File: src/rtl/cory_arb4.sv
// Round-robin 4:1 valid/ready merge with optional packet lock. One registered output stage.
// Latency 1 cycle; requesters are stalled when the output register is full and i_z_r is low.
module cory_arb4 #(
  parameter int N    = 16,
  parameter bit LOCK = 1'b1
) (
  input  logic         clk,
  input  logic         reset_n,
  input  logic         i_a0_v,
  input  logic [N-1:0] i_a0_d,
  input  logic         i_a0_l,
  output logic         o_a0_r,
  input  logic         i_a1_v,
  input  logic [N-1:0] i_a1_d,
  input  logic         i_a1_l,
  output logic         o_a1_r,
  input  logic         i_a2_v,
  input  logic [N-1:0] i_a2_d,
  input  logic         i_a2_l,
  output logic         o_a2_r,
  input  logic         i_a3_v,
  input  logic [N-1:0] i_a3_d,
  input  logic         i_a3_l,
  output logic         o_a3_r,
  output logic         o_z_v,
  output logic [N-1:0] o_z_d,
  output logic         o_z_l,
  output logic [1:0]   o_z_id,
  input  logic         i_z_r
);

  logic [3:0]   req_v;
  logic [3:0]   req_l;
  logic [N-1:0] req_d [4];

  assign req_v    = {i_a3_v, i_a2_v, i_a1_v, i_a0_v};
  assign req_l    = {i_a3_l, i_a2_l, i_a1_l, i_a0_l};
  assign req_d[0] = i_a0_d;
  assign req_d[1] = i_a1_d;
  assign req_d[2] = i_a2_d;
  assign req_d[3] = i_a3_d;

  logic         z_v_q,  z_v_d;
  logic [N-1:0] z_d_q,  z_d_d;
  logic         z_l_q,  z_l_d;
  logic [1:0]   z_id_q, z_id_d;
  logic [1:0]   ptr_q,  ptr_d;
  logic         lock_q, lock_d;
  logic [1:0]   held_q, held_d;

  logic       ld;
  logic       win_vld;
  logic [1:0] win;
  logic       win_last;
  logic [3:0] gnt;
  logic       acc;

  assign ld = ~z_v_q | i_z_r;

  // Descending scan so the requester closest to ptr is written last and wins.
  always_comb begin
    win_vld = 1'b0;
    win     = ptr_q;
    if (lock_q) begin
      win     = held_q;
      win_vld = req_v[held_q];
    end else begin
      for (int i = 3; i >= 0; i--) begin
        if (req_v[ptr_q + 2'(i)]) begin
          win_vld = 1'b1;
          win     = ptr_q + 2'(i);
        end
      end
    end
  end

  assign win_last = LOCK ? req_l[win] : 1'b1;

  always_comb begin
    gnt = 4'b0000;
    if (reset_n && ld && win_vld) begin
      gnt[win] = 1'b1;
    end
  end

  assign acc    = |gnt;
  assign o_a0_r = gnt[0];
  assign o_a1_r = gnt[1];
  assign o_a2_r = gnt[2];
  assign o_a3_r = gnt[3];

  always_comb begin
    z_v_d  = z_v_q;
    z_d_d  = z_d_q;
    z_l_d  = z_l_q;
    z_id_d = z_id_q;
    ptr_d  = ptr_q;
    lock_d = lock_q;
    held_d = held_q;
    if (acc) begin
      z_v_d  = 1'b1;
      z_d_d  = req_d[win];
      z_l_d  = win_last;
      z_id_d = win;
      if (win_last) begin
        ptr_d  = win + 2'd1;
        lock_d = 1'b0;
      end else begin
        lock_d = 1'b1;
        held_d = win;
      end
    end else if (ld) begin
      z_v_d = 1'b0;
    end
  end

  always_ff @(posedge clk) begin
    if (!reset_n) begin
      z_v_q  <= 1'b0;
      z_d_q  <= '0;
      z_l_q  <= 1'b0;
      z_id_q <= 2'd0;
      ptr_q  <= 2'd0;
      lock_q <= 1'b0;
      held_q <= 2'd0;
    end else begin
      z_v_q  <= z_v_d;
      z_d_q  <= z_d_d;
      z_l_q  <= z_l_d;
      z_id_q <= z_id_d;
      ptr_q  <= ptr_d;
      lock_q <= lock_d;
      held_q <= held_d;
    end
  end

  assign o_z_v  = z_v_q;
  assign o_z_d  = z_d_q;
  assign o_z_l  = z_l_q;
  assign o_z_id = z_id_q;

endmodule
File: config.mk
export PLATFORM = sky130hd
export DESIGN_NAME = cory_arb4
export DESIGN_NICKNAME = d
export VERILOG_FILES = /design/src/rtl/cory_arb4.sv
export SDC_FILE = /design/constraint.sdc
export NUM_CORES = 1
export LEC_CHECK = 0
export BUFFER_PORTS_ARGS = -buffer_cell sky130_fd_sc_hd__buf_4
export CORE_MARGIN = 1
export CORE_UTILIZATION = 30
export DETAILED_ROUTE_END_ITERATION = 7
export PLACE_DENSITY_LB_ADDON = 0.3
export SLEW_MARGIN = 10
export SYNTH_ARGS = -nofsm -noshare
export SYNTH_HDL_FRONTEND = slang
export SYNTH_SLANG_ARGS = --single-unit
File: constraint.sdc
create_clock -name clk -period 1.74 [get_ports clk]
set_input_delay 0.174 -clock clk [delete_from_list [all_inputs] [get_ports clk]]
set_output_delay 0.174 -clock clk [all_outputs]
set_load 0.02 [all_outputs]
==> metrics <==
status complete, but fails checks; violations in the final reports setup timing; final setup violating endpoints 22; y dimension of the die between 70 and 80 um; leading post-synthesis cells by cell area sky130_fd_sc_hd__dfxtp_1 (32%), sky130_fd_sc_hd__mux4_2 (23%), sky130_fd_sc_hd__nand2_1 (9.9%); number of buffers added on ports 98; H-tree levels 1; non-filler instance count after layout roughly 360; leading register cell type out of synthesis sky130_fd_sc_hd__dfxtp_1; Starting DRT DRC Count 41; number of enable flip-flop cells after synthesis 0; Netlist Area Pre-Place 0.001554 mm^2; Slew Limit Headroom 82.23%; share of synthesized registers carrying an async set or reset 0%; clock insertion delay at the later pin of the skew report 0.26 ns; TritonRoute pass-1 iters 4; number of antenna cells inserted 0; kind of path behind the tightest hold check in -> reg; kind of critical path reg -> out; slew at the pin closest to its max-slew limit 0.2643 ns; cts bufs inserted 3; Root Buffer Master sky130_fd_sc_hd__clkbuf_8; Final Wtd Congestion between 0.7 and 0.8; Max-cap violations 0; number of placed instances, taps included about 340; sequential share of the synthesized area 32.21%; GR peak layer met2; total wire length after detailed routing ~5 mm; power density cells 1232 mW/mm^2; maximum clock skew at final layout 0.002614 ns; number of global-route vias before repair between 1500 and 2000; internal power 2.165 mW; M1 GR Usage 22.52%; total leakage power 1.296 nW; data arrival time of the critical path 1.84 ns; period utilization 115.5%; required time of the critical path around 1.6 ns; worst slack on hold paths between 0.2 and 0.25 ns; DP Wirelength 3.646 mm; crit-path max FO 5; Placed Instance Area 0.002582 mm^2; Antenna Nets Post-Route 0; fin nets between 300 and 400; fraction of met2 tracks used by global routing 32.93%; Worst Setup End Kind primary output; switching power 1.328 mW; floorplan die area approximately 0.0055 mm^2; Switching Fraction 38.02%; TritonCTS clock tree yes; combinational group share of total power 64.9%; Initial Utilization around a third; number of warnings printed during yosys synthesis 0; post-route total power 3.492 mW; min cycle time layout ~2.0 ns; total via count after detailed routing 1707; number of placement rows 25; number of primary I/O pins 99; aggregate global-route resource usage 18.15%; total count of max-transition violations in the final report 0; library cell occupying the most area in the post-synthesis netlist sky130_fd_sc_hd__dfxtp_1; Startpoint Class register; Die Wd 73.97 um; TNS Setup -4.474 ns; proportion of netlist area held by the largest area contributor 32.21%; maximum ir drop on the vdd rail approximately 0.76 mV; total grt overflow 0; achievable clock frequency 497.4 MHz; net count after synthesis 235; syn avg cell area about 9.7 um^2; proportion of power drawn by flip-flops and latches ~25%; clock share of power 9.8%; hold violation total from the final report 0; DR WL/cell 13.88 um; worst setup slack after layout -0.2705 ns; pin count of the biggest net entering global routing 26; Post-Synthesis Cells 160; GR Layer Usage met3 2.575%; global-route wire length before repair 7.596 mm; hold_buf cts 0; clock sinks 25; design area 0.002835 mm^2; post-synthesis to final-layout area growth 82.45%; via density per instance between 4 and 5; core region area 0.004848 mm^2; detailed-route DRC error count 0; setup repair after global routing missed its margin true; worst-case clock buffer depth 2; number of flip-flops and latches in the synthesized netlist 25; Worst-path clk slew 0.09 ns; Distinct cells, synth 33; ratio of cells with drive above 1 in the final layout 62.85%; number of antenna violations at the first check in global routing 0
## metal layers
| layer | wire length (um) | part of all wire, % |
|---|---|---|
| met3 | 245 | 5.0 |
| met2 | 2590 | 53 |
| met1 | 2028 | 41 |
| met4 | 64 | 1.3 |
| met5 | 0 | 0 |
## sequential cells by signal, summed over array words and instances, names as in the netlist
register  cells
ptr_q         2
o_z_id        2
held_q        2
lock_q        1
o_z_d        16
o_z_l         1
o_z_v         1
## critical path: stages, from the launching register on
cell and delay [ns]:
sky130_fd_sc_hd__dfxtp_4 0.37, sky130_fd_sc_hd__nand2b_4 0.13, sky130_fd_sc_hd__a211oi_4 0.06, sky130_fd_sc_hd__buf_4 0.14, sky130_fd_sc_hd__o41a_4 0.40, sky130_fd_sc_hd__nor4_4 0.29
sky130_fd_sc_hd__buf_4 0.18
## cells in the final DEF, fill, tap and decap left out, types with 3 or more instances in the layout
master,count
sky130_fd_sc_hd__nand3_1,3
sky130_fd_sc_hd__nand2_1,38
sky130_fd_sc_hd__mux4_2,17
sky130_fd_sc_hd__nor2_1,4
sky130_fd_sc_hd__dfxtp_1,21
sky130_fd_sc_hd__dfxtp_4,3
sky130_fd_sc_hd__clkbuf_8,3
sky130_fd_sc_hd__buf_6,5
sky130_fd_sc_hd__nand2b_4,3
sky130_fd_sc_hd__buf_4,127
sky130_fd_sc_hd__mux2i_1,5
sky130_fd_sc_hd__o21ai_1,16
## through the flow
step	util, %	setup slack (ns)
6_report	58.48	-0.2705
5_1_grt	58.48	-0.3714
4_1_cts	56.46	-0.2820
3_5_place_dp	53.26	-0.2413
3_3_place_gp	53.26	-0.2055
2_1_floorplan	-	-0.08862
## Yosys cell counts (2+ instances only)
cell	instances
sky130_fd_sc_hd__o21ai_1	16
sky130_fd_sc_hd__a21boi_0	3
sky130_fd_sc_hd__nand2b_1	4
sky130_fd_sc_hd__o211a_1	2
sky130_fd_sc_hd__buf_6	2
sky130_fd_sc_hd__o21ai_0	4
sky130_fd_sc_hd__mux4_2	16
sky130_fd_sc_hd__nand3_1	5
sky130_fd_sc_hd__nor4_1	2
sky130_fd_sc_hd__nand2_1	41
sky130_fd_sc_hd__mux2i_1	5
sky130_fd_sc_hd__nor2_1	7
sky130_fd_sc_hd__a21oi_2	2
sky130_fd_sc_hd__dfxtp_1	25
sky130_fd_sc_hd__buf_2	5
sky130_fd_sc_hd__clkbuf_1	4
## power groups by stage
stage               Sequential (mW)  Clock, mW  Combinational [mW]
floorplan                      1.03          0                1.11
global placement              0.871          0                1.92
detailed placement            0.876          0                1.94
CTS                           0.873      0.356                2.14
global route                  0.905      0.378                2.44
finish                        0.883      0.342                2.27
## cells by family after synthesis
logic type	Yosys count	share of synthesized area, %
buf+inv	12	4.266
flops	25	32.21
xor+xnor	1	0.5637
mux	22	28.10
simple gates	62	16.99
compound gates	38	17.88
## area by class of cell
type | count | area (um^2)
inverters | 1 | 3.754
multi-input cells | 124 | 1145
clock buffers | 4 | 45.04
fillers | 441 | 2013
repair buffers | 134 | 1045
flip-flops and latches | 25 | 513.0
well taps | 67 | 83.83
## final timing paths
| check | startpoint | slack, ns | end | cells after the start |
|---|---|---|---|---|
| worst max-delay path | ptr_q[1] | -0.27 | o_a1_r | 6 |
| worst min-delay path | i_z_r | 0.21 | o_z_v | 3 |
| worst max register to register | ptr_q[1] | -0.23 | o_z_d[13] | 8 |
| worst min register to register | o_z_d[12] | 0.45 | o_z_d[12] | 2 |
## timing repair
item / 4_1_cts / 5_1_grt
pin swaps: 6 / 13
resized for setup: 13 / 18
endpoints found under the setup margin: 27 / 27
buffers inserted: 8 / 5
gates cloned: 1 / 0
(Power assumes the default switching activity.)
